<file path="config.mk">
export PLATFORM = sky130hd
export DESIGN_NAME = uart_rx_frontend
export DESIGN_NICKNAME = d
export VERILOG_FILES = /design/src/rtl/uart_pkg.sv /design/src/rtl/uart_baud_tick.sv /design/src/rtl/uart_rx_frontend.sv
export SDC_FILE = /design/constraint.sdc
export NUM_CORES = 1
export LEC_CHECK = 0
export ABC_AREA = 1
export CAP_MARGIN = 20
export CORE_MARGIN = 4
export CORE_UTILIZATION = 50
export CTS_BUF_LIST = sky130_fd_sc_hd__clkbuf_2
export DETAILED_ROUTE_END_ITERATION = 8
export GPL_TIMING_DRIVEN = 0
export PLACE_DENSITY_LB_ADDON = 0.1
export SLEW_MARGIN = 20
export SYNTH_ARGS = -nofsm -noshare
export SYNTH_HDL_FRONTEND = slang
export SYNTH_HIERARCHICAL = 1
export SYNTH_SLANG_ARGS = --single-unit
</file>
<file path="constraint.sdc">
create_clock -name sysclk -period 1.9 [get_ports sysclk]
set_input_delay 0.285 -clock sysclk [delete_from_list [all_inputs] [get_ports sysclk]]
set_output_delay 0.285 -clock sysclk [all_outputs]
set_load 0.02 [all_outputs]
</file>
<file path="src/rtl/uart_pkg.sv">
// Shared types and helpers for the UART receive front end.
// Optional feature macro: UART_RX_PARITY_EN (adds an even-parity bit and the PARITY state).
package uart_pkg;

   // Default number of baud ticks per serial bit
   localparam int unsigned OVS_DEFAULT = 16;

   // Payload width of one serial frame
   localparam int unsigned DATA_BITS = 8;

   // Receiver FSM states; PARITY only exists when parity checking is built in
   typedef enum logic [2:0] {
      ST_IDLE   = 3'd0,
      ST_START  = 3'd1,
      ST_DATA   = 3'd2,
      ST_STOP   = 3'd3
`ifdef UART_RX_PARITY_EN
      ,
      ST_PARITY = 3'd4
`endif
   } rx_state_e;

   // Clock cycles per baud tick: round(clk_hz / (baud * ovs)), never below 1
   function automatic int unsigned calc_div(input int unsigned clk_hz,
                                            input int unsigned baud,
                                            input int unsigned ovs);
      int unsigned den;
      int unsigned div;
      den = baud * ovs;
      div = (den == 0) ? 1 : (clk_hz + den / 2) / den;
      return (div == 0) ? 1 : div;
   endfunction

endpackage

</file>
<file path="src/rtl/uart_baud_tick.sv">
// Baud tick generator: one-cycle tick every DIV clocks, phase restartable.
module uart_baud_tick
   import uart_pkg::*;
#(
   parameter int unsigned CLK_HZ = 100_000_000,
   parameter int unsigned BAUD   = 9600,
   parameter int unsigned OVS    = OVS_DEFAULT
) (
   input  logic clk,
   input  logic rst_n,
   input  logic restart,
   output logic tick
);

   localparam int unsigned DIV     = calc_div(CLK_HZ, BAUD, OVS);
   localparam int unsigned CW      = (DIV > 1) ? $clog2(DIV) : 1;
   localparam logic [CW-1:0] DIV_MAX = CW'(DIV - 1);

   logic [CW-1:0] cnt_q, cnt_d;
   logic          tick_q, tick_d;

   // Divider count and tick decode; restart realigns the phase to zero
   always_comb begin
      cnt_d  = cnt_q + CW'(1);
      tick_d = 1'b0;
      if (restart) begin
         cnt_d = '0;
      end else if (cnt_q == DIV_MAX) begin
         cnt_d  = '0;
         tick_d = 1'b1;
      end
   end

   // Divider state
   always_ff @(posedge clk or negedge rst_n) begin
      if (!rst_n) begin
         cnt_q  <= '0;
         tick_q <= 1'b0;
      end else begin
         cnt_q  <= cnt_d;
         tick_q <= tick_d;
      end
   end

   assign tick = tick_q;

endmodule

</file>
<file path="src/rtl/uart_rx_frontend.sv">
// UART receiver front end: synchronizer, oversampled 8N1 deframer and CPU-facing
// data/status registers with interrupt. Optional macro UART_RX_PARITY_EN adds an
// even-parity bit between data and stop plus a sticky parity_err output.
module uart_rx_frontend
   import uart_pkg::*;
#(
   parameter int unsigned CLK_HZ = 100_000_000,
   parameter int unsigned BAUD   = 9600,
   parameter int unsigned OVS    = OVS_DEFAULT
) (
   input  logic                 sysclk,
   input  logic                 reset,
   input  logic                 UART_RX,
   input  logic                 rx_ack,
   output logic [DATA_BITS-1:0] rx_data,
   output logic                 rx_valid,
   output logic                 frame_err,
   output logic                 overrun,
`ifdef UART_RX_PARITY_EN
   output logic                 parity_err,
`endif
   output logic                 rx_irq
);

   localparam int unsigned TW = (OVS > 1) ? $clog2(OVS) : 1;
   localparam int unsigned BW = $clog2(DATA_BITS);
   localparam logic [TW-1:0] HALF_LAST = TW'(OVS / 2 - 1);
   localparam logic [TW-1:0] BIT_LAST  = TW'(OVS - 1);
   localparam logic [BW-1:0] BCNT_LAST = BW'(DATA_BITS - 1);

   logic sync1_q, sync2_q, prev_q;
   logic fall_c;
   logic restart_c;
   logic tick;
   logic keep_c;

   rx_state_e            state_q, state_d;
   logic [TW-1:0]        tcnt_q, tcnt_d;
   logic [BW-1:0]        bcnt_q, bcnt_d;
   logic [DATA_BITS-1:0] shift_q, shift_d;
   logic [DATA_BITS-1:0] rx_data_q, rx_data_d;
   logic                 rx_valid_q, rx_valid_d;
   logic                 frame_err_q, frame_err_d;
   logic                 overrun_q, overrun_d;
   logic                 rx_irq_q, rx_irq_d;
`ifdef UART_RX_PARITY_EN
   logic                 par_bad_q, par_bad_d;
   logic                 parity_err_q, parity_err_d;
`endif

   // Two-flop synchronizer for the async line plus one history flop for edge detect
   always_ff @(posedge sysclk or negedge reset) begin
      if (!reset) begin
         sync1_q <= 1'b1;
         sync2_q <= 1'b1;
         prev_q  <= 1'b1;
      end else begin
         sync1_q <= UART_RX;
         sync2_q <= sync1_q;
         prev_q  <= sync2_q;
      end
   end

   // High-to-low transition of the synchronized line
   assign fall_c = prev_q & ~sync2_q;

   uart_baud_tick #(
      .CLK_HZ (CLK_HZ),
      .BAUD   (BAUD),
      .OVS    (OVS)
   ) u_tick (
      .clk     (sysclk),
      .rst_n   (reset),
      .restart (restart_c),
      .tick    (tick)
   );

   // Deframer FSM, shift register and CPU-visible register updates
   always_comb begin
      state_d     = state_q;
      tcnt_d      = tcnt_q;
      bcnt_d      = bcnt_q;
      shift_d     = shift_q;
      rx_data_d   = rx_data_q;
      rx_valid_d  = rx_valid_q;
      frame_err_d = frame_err_q;
      overrun_d   = overrun_q;
      restart_c   = 1'b0;
      keep_c      = 1'b1;
`ifdef UART_RX_PARITY_EN
      par_bad_d    = par_bad_q;
      parity_err_d = parity_err_q;
      keep_c       = ~par_bad_q;
`endif

      // A CPU read clears the level and the sticky flags; events below override
      if (rx_ack) begin
         rx_valid_d  = 1'b0;
         frame_err_d = 1'b0;
         overrun_d   = 1'b0;
`ifdef UART_RX_PARITY_EN
         parity_err_d = 1'b0;
`endif
      end

      case (state_q)
         ST_IDLE: begin
            if (fall_c) begin
               state_d   = ST_START;
               tcnt_d    = '0;
               bcnt_d    = '0;
               restart_c = 1'b1;
`ifdef UART_RX_PARITY_EN
               par_bad_d = 1'b0;
`endif
            end
         end

         ST_START: begin
            if (tick) begin
               if (tcnt_q == HALF_LAST) begin
                  tcnt_d  = '0;
                  state_d = sync2_q ? ST_IDLE : ST_DATA;
               end else begin
                  tcnt_d = tcnt_q + TW'(1);
               end
            end
         end

         ST_DATA: begin
            if (tick) begin
               if (tcnt_q == BIT_LAST) begin
                  tcnt_d  = '0;
                  shift_d = {sync2_q, shift_q[DATA_BITS-1:1]};
                  bcnt_d  = bcnt_q + BW'(1);
                  if (bcnt_q == BCNT_LAST) begin
`ifdef UART_RX_PARITY_EN
                     state_d = ST_PARITY;
`else
                     state_d = ST_STOP;
`endif
                  end
               end else begin
                  tcnt_d = tcnt_q + TW'(1);
               end
            end
         end

`ifdef UART_RX_PARITY_EN
         ST_PARITY: begin
            if (tick) begin
               if (tcnt_q == BIT_LAST) begin
                  tcnt_d    = '0;
                  state_d   = ST_STOP;
                  par_bad_d = (^shift_q) ^ sync2_q;
                  if ((^shift_q) ^ sync2_q) begin
                     parity_err_d = 1'b1;
                  end
               end else begin
                  tcnt_d = tcnt_q + TW'(1);
               end
            end
         end
`endif

         ST_STOP: begin
            if (tick) begin
               if (tcnt_q == BIT_LAST) begin
                  tcnt_d  = '0;
                  state_d = ST_IDLE;
                  if (!sync2_q) begin
                     frame_err_d = 1'b1;
                  end else if (keep_c) begin
                     // Unread byte still pending: keep it and flag the loss
                     if (rx_valid_q && !rx_ack) begin
                        overrun_d = 1'b1;
                     end else begin
                        rx_data_d  = shift_q;
                        rx_valid_d = 1'b1;
                     end
                  end
               end else begin
                  tcnt_d = tcnt_q + TW'(1);
               end
            end
         end

         default: begin
            state_d = ST_IDLE;
         end
      endcase

      rx_irq_d = rx_valid_d | frame_err_d | overrun_d;
`ifdef UART_RX_PARITY_EN
      rx_irq_d = rx_irq_d | parity_err_d;
`endif
   end

   // FSM state, datapath and registered outputs
   always_ff @(posedge sysclk or negedge reset) begin
      if (!reset) begin
         state_q     <= ST_IDLE;
         tcnt_q      <= '0;
         bcnt_q      <= '0;
         shift_q     <= '0;
         rx_data_q   <= '0;
         rx_valid_q  <= 1'b0;
         frame_err_q <= 1'b0;
         overrun_q   <= 1'b0;
         rx_irq_q    <= 1'b0;
`ifdef UART_RX_PARITY_EN
         par_bad_q    <= 1'b0;
         parity_err_q <= 1'b0;
`endif
      end else begin
         state_q     <= state_d;
         tcnt_q      <= tcnt_d;
         bcnt_q      <= bcnt_d;
         shift_q     <= shift_d;
         rx_data_q   <= rx_data_d;
         rx_valid_q  <= rx_valid_d;
         frame_err_q <= frame_err_d;
         overrun_q   <= overrun_d;
         rx_irq_q    <= rx_irq_d;
`ifdef UART_RX_PARITY_EN
         par_bad_q    <= par_bad_d;
         parity_err_q <= parity_err_d;
`endif
      end
   end

   assign rx_data   = rx_data_q;
   assign rx_valid  = rx_valid_q;
   assign frame_err = frame_err_q;
   assign overrun   = overrun_q;
   assign rx_irq    = rx_irq_q;
`ifdef UART_RX_PARITY_EN
   assign parity_err = parity_err_q;
`endif

endmodule

</file>
==> qor.txt <==
Status = finished clean
Max-slew headroom = 66.4%
CTS Sinks = 43
Post-Route WL = 3420 um
First-pass GRT wire length = 6320 um
Crit path DAT = 1420 ps
Total gr overflow = 0
Power density over the cells = 808 nW/um^2
Hold-fix buffers, CTS = 1
Final Setup Violations = 0
H-tree depth = 2
DP Worst Slack = 342 ps
Clock slew at reported path FFs = 230 ps
Area delta synth->final = 14.0%
Fmax = 585 MHz
P_leak = 1.19 nW
First-pass detailed-route iteration total = 4
Clock latency on the worst-skew pair = 400 ps
Post-Synth XOR/XNOR Area = 1.29%
Hold slack = 272 ps
Mapped Nets = 245
Top delay family on crit path = buffers and inverters
Post-CTS Setup Inserts = 0
CP Class = reg -> out
Die Ht = 71.7 um
Final Max Tran Viols = 0
Post-synth EDFFs = 0
Post-DP HPWL = 2640 um
Worst Path Required = 1620 ps
Main combinational cell family by area after synthesis = simple AND/OR/NAND/NOR gates
Synth Area in Simple Gates = 28.3%
Hold-critical path depth = 1
Peak supply drop = 639 uV
Utilization after layout = 61.0%
Multiplexer share of the synthesized area = 0%
Worst Setup Start Kind = flop
Compound-gate portion of the synthesized area = 7.70%
Netlist cell types = 24
Post-DP Area = 2260 um^2
CTS tree = yes
Quantity of I/O buffers inserted on ports = 15
Setup Skew = 19.5 ps
Unrepaired setup endpoints after global routing = no
Post_cts resized = 0
Final period utilization = 90.0%
Primary FF master, synth = dfrtp_1
Total GRT Usage = 15.4%
Die footprint = 5150 um^2
Worst Path Buf+Inv = 1
Fin. Hold Viols = 0
Largest net degree at the start of global routing = 24
CP endpoint kind = output port
Max FO, Critical Path = 2
Final Net Count = 269
Wire length per cell = 11.1 um
Final std cells w/o fill = 309
Power, Total = 1.87 mW
Layout cell share with drive strength beyond 1 = 15.3%
Initial antenna violation count = 0
FILL cells = 370
Detail Route Antenna Nets = 0
Setup TNS = 0 ps
Cell count after synthesis = 236
Adder-cell share of the synthesized area = 3.08%
Critical-path top delay cell = clkdlybuf4s50_1
Row count = 22
Measured slew at the worst slew-check pin = 505 ps
CP Cell Sequence = clkdlybuf4s50_1
Max stage delay on crit path = 610 ps
HP Class = in -> reg
Post-layout minimum cycle time = 1710 ps
Synth Cell Area = 2030 um^2
Worst R2R Path Depth = 7
YS warnings = 6
Design area = 2320 um^2
# IOs = 16
Synthesized area per cell = 8.60 um^2
Initial DRC count = 58
Clock Path Buffers = 2
Setup ws final = 191 ps
Via/cell ratio = 4.79
Diodes inserted = 0
Routability cong. = 0.837
Core region area = 3800 um^2
Seq/Total Area, Yosys = 53.2%
Die span in x = 71.7 um
TritonCTS Buffers = 5
Via count = 1,481
Flops & latches, synth = 43
CTS Root Cell = clkbuf_2
Initial core utilization = 53.5%
Vias in the first global route = 1,429
Levels on crit path = 1
# DRC = 0
Asr flop ratio synth = 100%
MaxCap Viol Count = 0
Placed instance count = 300
layout by cell type, fill, tap and decap left out:
cell              n
clkbuf_2          6
a22oi_1           1
buf_16            1
nor2_4            3
buf_4             1
nand4_1           3
xnor2_1           1
o21ai_2           6
clkinv_2          1
o21ai_1          10
buf_6             1
nor2_2            3
clkdlybuf4s50_1  14
dfstp_2           3
nand2_1          73
xor2_1            2
nand3_1          13
nand2_2           5
nor2_1           22
a21oi_1           3
dfrtp_1          40
o21ai_0           5
dlygate4sd3_1     1
ha_1              5
buf_2             1
clkinvlp_4        1
nand3_2           3
a31oi_1           1
inv_2             3
inv_1            27
nor3_2            2
synthesized netlist by cell type, types with 5 or more instances:
cell type  number  area, um^2
o21ai_2         6        52.6
o21ai_1        10        50.1
nand2_2         5        31.3
dfrtp_1        40        1000
o21ai_0         5        25.0
inv_1          27         101
nand3_1        13        65.1
nand2_1        73         274
ha_1            5        62.6
nor2_1         22        82.6
layer usage:
metal	share of wire, %	vias to the layer above	track usage (%)
met3	3.1	5	4.63
met2	44	13	23.2
met1	52	673	21.5
li1	-	790	-
met4	1.2	0	4.38
met5	0	-	0
worst paths after layout:
kind                         endpoint  slack (ps)  startpoint
max                        rx_data[1]         190  rx_data[1]
min                           sync1_q         270     UART_RX
max reg2reg                rx_data[4]         390   tcnt_q[0]
min reg2reg                   sync2_q         360     sync1_q
max in group asynchronous      prev_q         990       reset
min in group asynchronous   frame_err         330       reset
worst register-to-register path, stage by stage, from the launching register on:
cell     delay, ps
dfrtp_1        420
ha_1           230
nand3_2        150
nor2_4         140
nand2_2         90
buf_6          150
o21ai_1        150
nand2_1         80
sequential cells by signal, summed over array words and instances (netlist names), 2 cells and up:
name          count
state_q           2
shift_q           8
bcnt_q            3
rx_data           8
tcnt_q            4
u_tick/cnt_q     10
power by group:
| part | switching (mW) | internal (mW) | total, mW | leakage [nW] |
|---|---|---|---|---|
| Clock | 0.297 | 0.0939 | 0.391 | 0.0290 |
| Combinational | 0.256 | 0.146 | 0.401 | 0.580 |
| Sequential | 0.0890 | 0.990 | 1.08 | 0.581 |
layout make-up:
cell class	count	area, um^2	share of cell area (%)
flip-flops and latches	43	1080	46.6
repair buffers	17	183	7.89
clock inverters	2	12.5	0.540
clock buffers	6	30.0	1.30
multi-input cells	161	820	35.4
inverters	30	113	4.86
well taps	48	60.1	2.59
plain buffers	2	18.8	0.810
cell families after synthesis:
| kind of cell | Yosys count |
|---|---|
| flip-flops | 43 |
| adder cells (fa/ha/maj) | 5 |
| AO/OA/AOI/OAI | 26 |
| AND/OR/NAND/NOR | 127 |
| buffers and inverters | 32 |
| XOR/XNOR | 3 |
(Power assumes the default switching activity.)
